===== src/rtl/multicycle_ctrl.sv =====
// Multicycle RV control FSM: fetch/decode/exec/mem/wb sequencing,
// memory wait timeout, sticky fault and retired-instruction counter.
module multicycle_ctrl #(
  parameter int MEM_WAIT_MAX = 15
) (
  input  logic        clk,
  input  logic        reset,
  input  logic [31:0] instruction,
  input  logic        zero,
  input  logic        mem_ready,
  output logic        pc_write,
  output logic        ir_write,
  output logic        mem_read,
  output logic        mem_write,
  output logic        reg_write,
  output logic        mem_to_reg,
  output logic        alu_src_a,
  output logic        pc_src,
  output logic [1:0]  alu_src_b,
  output logic [1:0]  alu_op,
  output logic [2:0]  state,
  output logic        fault,
  output logic [31:0] retired
);

  typedef enum logic [2:0] {
    FETCH  = 3'd0,
    DECODE = 3'd1,
    EXEC   = 3'd2,
    MEM    = 3'd3,
    WB     = 3'd4,
    HALT   = 3'd5
  } st_t;

  typedef enum logic [2:0] {
    C_R   = 3'd0,
    C_I   = 3'd1,
    C_LD  = 3'd2,
    C_ST  = 3'd3,
    C_BR  = 3'd4,
    C_BAD = 3'd5
  } cls_t;

  localparam logic [3:0] WAIT_LAST = 4'(MEM_WAIT_MAX - 1);

  st_t        cur;
  cls_t       cls;
  cls_t       dcls;
  logic [3:0] wcnt;
  logic [6:0] op;
  logic       unused_instr;

  assign op           = instruction[6:0];
  assign unused_instr = ^instruction[31:7];
  assign state        = cur;

  always_comb begin
    dcls = C_BAD;
    unique case (1'b1)
      op == 7'b0110011: dcls = C_R;
      op == 7'b0010011: dcls = C_I;
      op == 7'b0000011: dcls = C_LD;
      op == 7'b0100011: dcls = C_ST;
      op == 7'b1100011: dcls = C_BR;
      default:          dcls = C_BAD;
    endcase
  end

  always_ff @(posedge clk) begin
    if (reset) begin
      cur     <= FETCH;
      cls     <= C_R;
      wcnt    <= 4'd0;
      fault   <= 1'b0;
      retired <= 32'd0;
    end else begin
      case (cur)
        FETCH, MEM: begin
          if (mem_ready) begin
            wcnt <= 4'd0;
            if (cur == FETCH) begin
              cur <= DECODE;
            end else if (cls == C_LD) begin
              cur <= WB;
            end else begin
              cur     <= FETCH;
              retired <= retired + 32'd1;
            end
          end else if (wcnt == WAIT_LAST) begin
            wcnt  <= 4'd0;
            fault <= 1'b1;
            cur   <= HALT;
          end else begin
            wcnt <= wcnt + 4'd1;
          end
        end
        DECODE: begin
          cls <= dcls;
          if (dcls == C_BAD) begin
            fault <= 1'b1;
            cur   <= HALT;
          end else begin
            cur <= EXEC;
          end
        end
        EXEC: begin
          case (cls)
            C_R, C_I:   cur <= WB;
            C_LD, C_ST: cur <= MEM;
            default: begin
              cur     <= FETCH;
              retired <= retired + 32'd1;
            end
          endcase
        end
        WB: begin
          cur     <= FETCH;
          retired <= retired + 32'd1;
        end
        default: cur <= HALT;
      endcase
    end
  end

  // Reset forces FETCH-like outputs but never lets ir/pc writes through.
  always_comb begin
    pc_write   = 1'b0;
    ir_write   = 1'b0;
    mem_read   = 1'b0;
    mem_write  = 1'b0;
    reg_write  = 1'b0;
    mem_to_reg = 1'b0;
    alu_src_a  = 1'b0;
    pc_src     = 1'b0;
    alu_src_b  = 2'b00;
    alu_op     = 2'b00;
    if (reset) begin
      mem_read = 1'b1;
    end else begin
      case (cur)
        FETCH: begin
          mem_read  = 1'b1;
          ir_write  = mem_ready;
          pc_write  = mem_ready;
          alu_src_b = 2'b01;
        end
        EXEC: begin
          alu_src_a = 1'b1;
          case (cls)
            C_R: alu_op = 2'b10;
            C_I, C_LD, C_ST: alu_src_b = 2'b10;
            C_BR: begin
              alu_op   = 2'b01;
              pc_src   = 1'b1;
              pc_write = zero;
            end
            default: alu_op = 2'b00;
          endcase
        end
        MEM: begin
          mem_read  = (cls == C_LD);
          mem_write = (cls == C_ST);
        end
        WB: begin
          reg_write  = 1'b1;
          mem_to_reg = (cls == C_LD);
        end
        default: reg_write = 1'b0;
      endcase
    end
  end

endmodule


===== config.mk =====
export PLATFORM = sky130hd
export DESIGN_NAME = multicycle_ctrl
export DESIGN_NICKNAME = d
export VERILOG_FILES = /design/src/rtl/multicycle_ctrl.sv
export SDC_FILE = /design/constraint.sdc
export NUM_CORES = 1
export LEC_CHECK = 0
export ABC_AREA = 1
export ABC_CLOCK_PERIOD_IN_PS = 3800
export CAP_MARGIN = 40
export CELL_PAD_IN_SITES_DETAIL_PLACEMENT = 1
export CELL_PAD_IN_SITES_GLOBAL_PLACEMENT = 1
export CORE_MARGIN = 5
export CORE_UTILIZATION = 34
export CTS_CLUSTER_SIZE = 12
export DETAILED_ROUTE_END_ITERATION = 6
export GPL_ROUTABILITY_DRIVEN = 0
export PLACE_DENSITY = 0.9
export SLEW_MARGIN = 20
export SYNTH_ARGS = -nofsm -noshare
export SYNTH_HDL_FRONTEND = slang
export SYNTH_SLANG_ARGS = --single-unit

===== constraint.sdc =====
create_clock -name clk -period 3.8 [get_ports clk]
set_input_delay 0.95 -clock clk [delete_from_list [all_inputs] [get_ports clk]]
set_output_delay 0.95 -clock clk [all_outputs]
set_load 0.01 [all_outputs]

After elaboration in Yosys (flattened, before gate mapping)
Index checks and enable logic that the tools add are counted. Widths: inputs -> output; s select.

Bits of input ports: 36. Register bits after elaboration: 43. Logic and storage cells: 84.

$add $sub $neg: 2. Mux-type cells: 43. Equality and inequality tests: 23. Reduce and logical (&&, ||, !) cells: 11.

Operators with widths (count): $mux 32 (4); $pmux 32 s3 (1); $add 32x1->32 const B (1); $mux 1 (19); $mux 3 (5); $pmux 3 s5 (1); $eq 7x6->1 const B (2); $ne 2x2->1 const B (7); $eq 3x2->1 const B (4); $pmux 3 s4 (1); $eq 3x3->1 const B (3); $mux 2 (4); $mux 4 (2); $pmux 2 s2 (2); $eq 7x2->1 const B (1); $eq 7x5->1 const B (1); $eq 7x7->1 const B (1); $eq 3x1->1 const B (2); $logic_not 3->1 (2); $pmux 1 s2 (3); $pmux 3 s2 (1); $reduce_or 2->1 (3); $reduce_and 5->1 (1); $add 4x1->4 const B (1); other kinds (7) (7).

Logic depth before layout (Yosys ltp)
Depth in word-level cells: 5. Mapped depth: 12. Mapped depth without buffers: 11.

Least setup slack after synthesis
OpenSTA, ideal clock, no wires.

Kind: input port to output port. Start: input reset. End: output mem_to_reg. Stages on the path: 3. Path buffers: 1. Data arrival time: 1.665 ns. Data required time: 2.850 ns. Setup slack: 1.185 ns. Cells stage by stage: buf_2 nor3_1 and2_1.

Longest elaborated chain between the ends: 1.

Ends and longest elaborated chain: start, declared (line 7) `input logic reset,`; $mux 1 (line 137) `if (reset) begin`; end, declared (line 16) `output logic mem_to_reg,`.

Every way passes these cells.

Worst setup path in the final report
Start: input reset. End: output pc_write.

Longest elaborated chain between the ends: 1.

Ends and longest elaborated chain: $mux 1 (line 137); end, declared (line 11) `output logic pc_write,`.

Every way passes these cells.

==> results by group <==
CTS
  • CTS max path bufs: 2
  • CTS Buf Count: 5
  • Clk_lat worst skew: 0.29 ns
  • CTS Root Cell: clkbuf_8
  • CTS resizes: 0
  • CTS tree: yes
  • CTS sink count: 43
  • Post-CTS Hold Fix Bufs: 0
  • H-tree Lvls: 2
  • Clk pin slew, worst setup/hold paths: 0.08 ns
  • Post-CTS Repair Setup Buffers: 0

GRT
  • Vias in the first global route: 3116
  • Total track usage: 17.63%
  • Largest net degree at the start of global routing: 33
  • Met3 usage: 3.787%
  • Gr busiest metal: met2
  • Global route overflow: 0
  • Global Route met2 Usage: 33.32%
  • First-pass GRT wire length: 14610 um
  • Initial antenna violation count: 0
  • GRT met1 Usage: 20.44%

Logic synthesis
  • Syn Inst Count: 447
  • Largest cells by area after synthesis: dfxtp_1 32%, nand2_1 22%, nor2_1 12%, a21oi_1 5.0%, inv_1 4.8%
  • Synth top area share: 31.65%
  • Yosys top cell by area: dfxtp_1
  • Number of synthesis warnings: 0
  • Mean cell area of the mapped netlist: 6.085 sq um
  • Cell Area, Synth: 2720 sq um
  • Syn_nets: 486
  • Number of library cell types mapped by synthesis: 34
  • Sequential element share of the synthesized area: 31.65%
  • Flops & latches, synth: 43

STA
  • Fmax: 282.2 MHz
  • Final Max Slew Viols: 0
  • Final worst-path cycle share: 93.24%
  • # setup viols final: 0
  • Actual slew at the worst max-slew pin: 0.4270 ns
  • Slew margin rel.: 71.53%
  • Hold Slack: 0.5034 ns
  • RSZ-0062 raised after global routing: false
  • Final setup TNS: 0 ns
  • Final hold violation count: 0
  • Fin crit period: 3.543 ns
  • Final Skew: 0.004644 ns

Die
  • Die width: 99.45 um
  • # rows: 32
  • Initial Util: 35.02%
  • Core area: 7767 sq um
  • Boundary Pins: 84
  • Die Height: 99.45 um
  • DIE AREA: 9889 sq um

Job
  • Max-Cap Viols: 0

Detailed routing
  • Routed Antenna Nets: 0
  • DR iter-0 viols: 99
  • Drt drc: 0
  • First drt pass iteration count: 4
  • DR vias: 3006
  • Post-DR vias/cell: 4.944
  • Routed wire length: 8525 um
  • WL/cell: 14.02 um

Worst setup path
  • Crit Path Max Fanout: 9
  • Worst Setup Start Kind: input port
  • Buf+Inv Stages, Crit Path: 2
  • Setup Crit Path Kind: input port to output port
  • Worst stage delay on the critical path: 0.56 ns
  • Worst-path cell chain: clkdlybuf4s50_1 -> nor2_1 -> and3_1 -> nand2_1 -> o21ai_0 -> clkdlybuf4s50_1
  • Worst Setup End Kind: output port
  • Most used cell, CP: clkdlybuf4s50_1
  • Critical path data arrival time: 2.59 ns
  • CP max-delay cell: clkdlybuf4s50_1
  • Critical Path RT: 2.85 ns
  • CP top delay family: buffers and inverters

Min path
  • HP Class: flop to flop

Final layout
  • Layout area overhead: 27.28%
  • Share of layout cells above drive strength 1: 5.534%
  • Fin area: 3462 sq um
  • Final Core Density: 44.57%
  • Fin nets: 544
  • Ant. Diodes: 0
  • Fillers: 1071

Power
  • Cell leakage power: 1.244 nW
  • P per Cell Area: 341.5 nW/um^2
  • Worst vdd ir: 0.2306 mV

Placement
  • Dpl cell area: 3381 sq um
  • Port Buf Inserts: 58
  • HPWL after DPL: 6664 um

Outcome
  • Status: complete, no violations
worst min-delay path, delay by kind of cell (launching register included):
family	cells	cell delay, ns
compound gates	1	0.05
flops	1	0.34
simple gates	1	0.07
state kept, by name (all words and copies together), names as in the netlist:
| register | count |
|---|---|
| fault | 1 |
| retired | 32 |
| wcnt | 4 |
| cls | 3 |
| state | 3 |
worst paths after layout:
| kind | cells past startpoint | from | to | slack (ns) |
|---|---|---|---|---|
| setup reg to reg | 10 | retired[1] | retired[22] | 1.91 |
| setup / recovery | 6 | reset | pc_write | 0.26 |
| hold / removal | 2 | retired[31] | retired[31] | 0.50 |
| hold reg to reg | 2 | retired[31] | retired[31] | 0.50 |
cells in the mapped netlist:
cell type,instances
nor2_4,1
a2bb2oi_1,1
nor3_1,7
a31oi_1,2
buf_6,3
nand3_2,3
o21ai_4,1
nand2_1,157
nand2_2,1
a211oi_1,1
buf_4,3
o21ai_0,7
nor2_2,2
and3_1,1
inv_2,3
nand2_4,4
nand3_1,24
nor2_8,1
nor2_1,88
nor4_1,1
xnor2_1,4
clkbuf_1,3
xor2_1,7
dfxtp_1,43
buf_2,2
o21ai_1,4
nand3b_1,1
nand4_1,3
ha_1,3
and2_1,1
inv_1,35
a21oi_2,2
a22oi_1,1
a21oi_1,27
kinds of logic (layout without fill, tap and decap cells):
logic type | Yosys count | in the layout | synth area share [%]
adder cells (fa/ha/maj) | 3 | 3 | 1.380
flip-flops | 43 | 43 | 31.65
AND/OR/NAND/NOR | 295 | 295 | 45.77
AO/OA/AOI/OAI | 46 | 46 | 9.568
XOR/XNOR | 11 | 11 | 3.542
buffers and inverters | 49 | 108 | 8.096
layer usage:
metal	vias to the layer above	part of all wire [%]	wire, um
li1	1514	-	-
met1	1424	43	3645
met2	63	51	4386
met3	5	5.0	430
met4	0	0.73	62
met5	-	0	0
report_power, final:
group	internal (mW)	total (mW)	leakage (nW)	switching, mW
Sequential	0.477	0.512	0.348	0.0352
Combinational	0.132	0.377	0.854	0.245
Clock	0.130	0.293	0.0422	0.164
through the flow:
stage	total power, mW	instances	worst slack, ns
2_1_floorplan	0.8003	447	1.185
3_3_place_gp	0.8926	600	0.2891
3_5_place_dp	0.9062	600	0.2601
4_1_cts	1.199	608	0.2413
5_1_grt	1.255	608	0.06728
6_report	1.182	608	0.2567
placed cells by master, fill, tap and decap left out, drive strengths merged, types with 4 or more instances in the layout:
| cell | count |
|---|---|
| nor3 | 7 |
| xnor2 | 4 |
| inv | 38 |
| nand2 | 162 |
| clkbuf | 7 |
| a21oi | 29 |
| nand3 | 27 |
| clkdlybuf4s50 | 58 |
| buf | 4 |
| dfxtp | 43 |
| xor2 | 7 |
| o21ai | 12 |
| nor2 | 92 |
layout make-up:
cell class / instances / area (sq um) / area share [%]
inverters: 38 / 142.6 / 4.120
multi-input cells: 355 / 1639 / 47.34
well taps: 102 / 127.6 / 3.686
repair buffers: 62 / 610.6 / 17.64
clock inverters: 1 / 5.005 / 0.1446
flip-flops and latches: 43 / 860.8 / 24.86
clock buffers: 7 / 76.32 / 2.205
(Power assumes the default switching activity.)
==> edit 1, RTL diff (same flow settings) <==
Register the output `retired` once more, with the module's reset; this adds one clock of latency there. The other outputs are not delayed to match.
--- a/src/rtl/multicycle_ctrl.sv
+++ b/src/rtl/multicycle_ctrl.sv
@@ -44,4 +44,6 @@
   localparam logic [3:0] WAIT_LAST = 4'(MEM_WAIT_MAX - 1);
 
+  logic [31:0] retired_s0;
+
   st_t        cur;
   cls_t       cls;
@@ -73,5 +75,5 @@
       wcnt    <= 4'd0;
       fault   <= 1'b0;
-      retired <= 32'd0;
+      retired_s0 <= 32'd0;
     end else begin
       case (cur)
@@ -85,5 +87,5 @@
             end else begin
               cur     <= FETCH;
-              retired <= retired + 32'd1;
+              retired_s0 <= retired_s0 + 32'd1;
             end
           end else if (wcnt == WAIT_LAST) begin
@@ -110,5 +112,5 @@
             default: begin
               cur     <= FETCH;
-              retired <= retired + 32'd1;
+              retired_s0 <= retired_s0 + 32'd1;
             end
           endcase
@@ -116,5 +118,5 @@
         WB: begin
           cur     <= FETCH;
-          retired <= retired + 32'd1;
+          retired_s0 <= retired_s0 + 32'd1;
         end
         default: cur <= HALT;
@@ -171,4 +173,12 @@
   end
 
+  always_ff @(posedge clk) begin
+    if (reset) begin
+      retired <= '0;
+    end else begin
+      retired <= retired_s0;
+    end
+  end
+
 endmodule
 
Behaviour: not the same (Yosys sat finds a counterexample within 4 cycles, from zero or initial values and one cycle with reset high).
==> edit 1 against the original RTL <==
Sequential cell count rose by 32. Final area rose by 30%. Synthesized cell count rose by 20%. Sequential share of layout area rose by 8.6 points. Setup slack improved by 290 ps. Sequential power rose by 71%. Wire length rose by 17%. Global-route usage fell by 1.3 points. Area after synthesis rose by 31%. Die area rose by 28%. Power rose by 83%.
==> edit 1: results (changes against the original RTL) <==
metric;value;unit;change
status;finished clean;;unchanged
post-layout net count;630;;was 544
leak pwr;0.00162;uW;was 0.00124 uW
total routed wirelength;10000;um;was 8530 um
share of cells above drive strength 1;5.70;%;was 5.53%
relative slew slack;58.8;%;was 71.5%
Clock Latency Late Sink;350;ps;was 290 ps
H-Tree Depth;3;;was 2
Vias/cell;4.80;;was 4.94
Num CTS Buffers;9;;was 5
DRT iter0 DRCs;151;;was 99
Crit Reg-Reg Endpoint;retired_s0[23];;was retired[22]
Worst R2R Path Depth;9;;was 10
Crit Path Max Fanout;3;;was 9
GRT Resource Usage Total;16.4;%;was 17.6%
ys async rst share;0;%;unchanged
R2R Setup Slk;1630;ps;was 1910 ps
Hold Crit Class;reg -> reg;;unchanged
Clock Skew;9.97;ps;was 4.64 ps
hold depth;2;;unchanged
hpwl dp;7510;um;was 6660 um
sequential-to-total area share from yosys stat;42.1;%;was 31.6%
Setup crit start;mem_ready;;was reset
largest cells by area after synthesis;dfxtp_1 (42%), nand2_1 (16%), nor2_1 (13%);;was dfxtp_1 (32%), nand2_1 (22%), nor2_1 (12%)
largest net degree at the start of global routing;61;;was 33
first-pass GRT wire length;17300;um;was 14600 um
hold_sp;retired_s0[31];;was retired[31]
RR Startpoint;state[1];;was retired[1]
Layout fillers;1337;;was 1071
vias in the first global route;3782;;was 3116
Mapped Nets;576;;was 486
Min-Delay Endpoint;retired[31];;unchanged
==> edit 1: changes by cell type after synthesis, sizes merged, moves of 2 or more <==
cell,before,now
nand2,162,160
nand3,27,29
a31oi,2,0
o21ai,12,16
dfxtp,43,75
xnor2,4,1
xor2,7,10
inv,38,55
nor2,92,122
clkbuf,3,8
==> edit 1: worst max path at each step <==
stage                               to  slack (ps)
after floorplan           alu_src_b[0]         980
after global placement        pc_write         580
after detailed placement      pc_write         560
after CTS                     pc_write         540
after global routing          pc_write         480
final                         pc_write         550
==> edit 1: per-stage QoR <==
step | setup slack [ps] | hold WS [ps] | util, % | instance area, um^2 | instances
global placement | 579 | 452 | 41.0 | 4220 | 716
floorplan | 977 | 438 | - | 3570 | 537
CTS | 539 | 483 | 43.7 | 4490 | 732
finish | 548 | 481 | 43.7 | 4490 | 732
detailed placement | 558 | 463 | 41.0 | 4220 | 716
global route | 484 | 506 | 43.7 | 4490 | 732
==> edit 1: per-layer routing <==
metal | wire length (um) | GRT usage (%) | up-vias | part of all wire, %
li1 | - | - | 1769 | -
met1 | 4410 | 19.0 | 1650 | 44
met2 | 4930 | 29.4 | 76 | 49
met3 | 426 | 3.83 | 18 | 4.3
met4 | 225 | 5.53 | 0 | 2.3
met5 | 0 | 0 | - | 0
==> edit 1: cell families after synthesis <==
group / synth area share, %
simple gates: 37.5
flops: 42.1
buf+inv: 8.70
compound gates: 7.97
fa+ha+maj: 1.05
xor+xnor: 2.70
==> edit 1: final cells by class <==
type,instances,share of cell area (%)
multi-input combinational,391,39.0
clock inverter,4,2.67
tap,136,3.79
inverter,55,4.65
clock buffer,12,3.45
timing repair buffer,59,13.0
sequential,75,33.4
==> edit 1: report_power, final <==
group | switching [uW] | internal, uW
Combinational | 325 | 136
Sequential | 47.5 | 826
Clock | 288 | 539
Total | 661 | 1500
==> edit 2, RTL diff (same settings) <==
Without the edit above. The parameter `MEM_WAIT_MAX` goes from 15 to 7.
--- a/src/rtl/multicycle_ctrl.sv
+++ b/src/rtl/multicycle_ctrl.sv
@@ -2,5 +2,5 @@
 // memory wait timeout, sticky fault and retired-instruction counter.
 module multicycle_ctrl #(
-  parameter int MEM_WAIT_MAX = 15
+  parameter int MEM_WAIT_MAX = 7
 ) (
   input  logic        clk,
Check against the original RTL: not equivalent (Yosys sat finds a counterexample within 10 cycles, from zero or initial values and one cycle with reset high).
==> edit 2 against the original RTL <==
Wire length about the same. Combinational power about the same. Critical path type unchanged. Setup slack got worse by 31 ps. Sequential cell count unchanged. Sequential share of layout area decreased by 0.054 points. Largest cell class unchanged. Critical path depth unchanged. Core utilization increased by 0.097 points. Power increased by 0.37%. Fmax decreased by 0.86%. Area after synthesis increased by 0.14%. Final area increased by 0.22%. Highest routed layer unchanged.
==> edit 2: results (changes against the original RTL) <==
metric;value;unit;change
Clock Skew;9.70;ps;was 4.64 ps
NonClk Buf Share;17.6;%;about the same
Peak VDD IR;0.174;mV;was 0.231 mV
Synth top cells by count;nand2_1 (157), nor2_1 (89), dfxtp_1 (43);;was nand2_1 (157), nor2_1 (88), dfxtp_1 (43)
met1 wire length;3860;um;was 3650 um
Crit Reg-Reg Endpoint;retired[23];;was retired[22]
met3 wire len;398;um;was 430 um
RR Startpoint;state[1];;was retired[1]
sequential fraction of total cell area;24.8;%;was 24.9%
DRT iter0 DRCs;87;;was 99
GRT Resource Usage Total;17.0;%;was 17.6%
share of cells above drive strength 1;5.71;%;was 5.53%
count of multi-input gates;356;;was 355
leak pwr;0.00124;uW;about the same
met2 routed WL;4180;um;was 4390 um
R2R Setup Slk;1950;ps;was 1910 ps
Layout fillers;1060;;was 1071
Crit path arrival time;2620;ps;was 2590 ps
relative slew slack;69.7;%;was 71.5%
post-layout net count;546;;was 544
status;finished clean;;unchanged
met1 Track Usage GR;21.1;%;was 20.4%
Period Utilization, post-route;94.0;%;was 93.2%
seq_cells;43;;unchanged
met2 usage;30.0;%;was 33.3%
Final Instance Count excl. Fillers;610;;was 608
first-pass GRT wire length;13900;um;was 14600 um
largest cells by area after synthesis;dfxtp_1 (32%), nand2_1 (22%), nor2_1 (12%);;unchanged
clock buffers;6;;was 7
-- edit 2: cell types whose count changed after synthesis --
cell,change
xor2_1,+1
a2bb2oi_1,-1
nor2_1,+1
inv_1,+1
xnor2_1,-1
a21oi_1,+1
-- edit 2: kinds of logic (layout without fill, tap and decap cells) --
family	after synthesis	after routing	share of synthesized area, %
adders and majority gates	3	3	1.38
and+or+nand+nor	296	296	45.8
AOI/OAI and AO/OA	46	46	9.42
DFF	43	43	31.6
xor gates and xnor gates	11	11	3.54
buffers and inverters	50	109	8.22
-- edit 2: power by group --
part	switching (uW)	internal (uW)	leakage, uW
registers	35.4	477	0.000348
logic	247	129	0.000854
clock network	169	129	0.0000412
-- edit 2: through the flow --
step	cell area (um^2)	hold slack [ps]
floorplan	2720	479
global placement	3380	487
detailed placement	3380	476
CTS	3470	511
global route	3470	555
finish	3470	510
-- edit 2: critical path, delay by kind of cell --
family                 cells  cell delay (ps)
buffers and inverters      2             1130
AND/OR/NAND/NOR            3              480
AO/OA/AOI/OAI              1               70
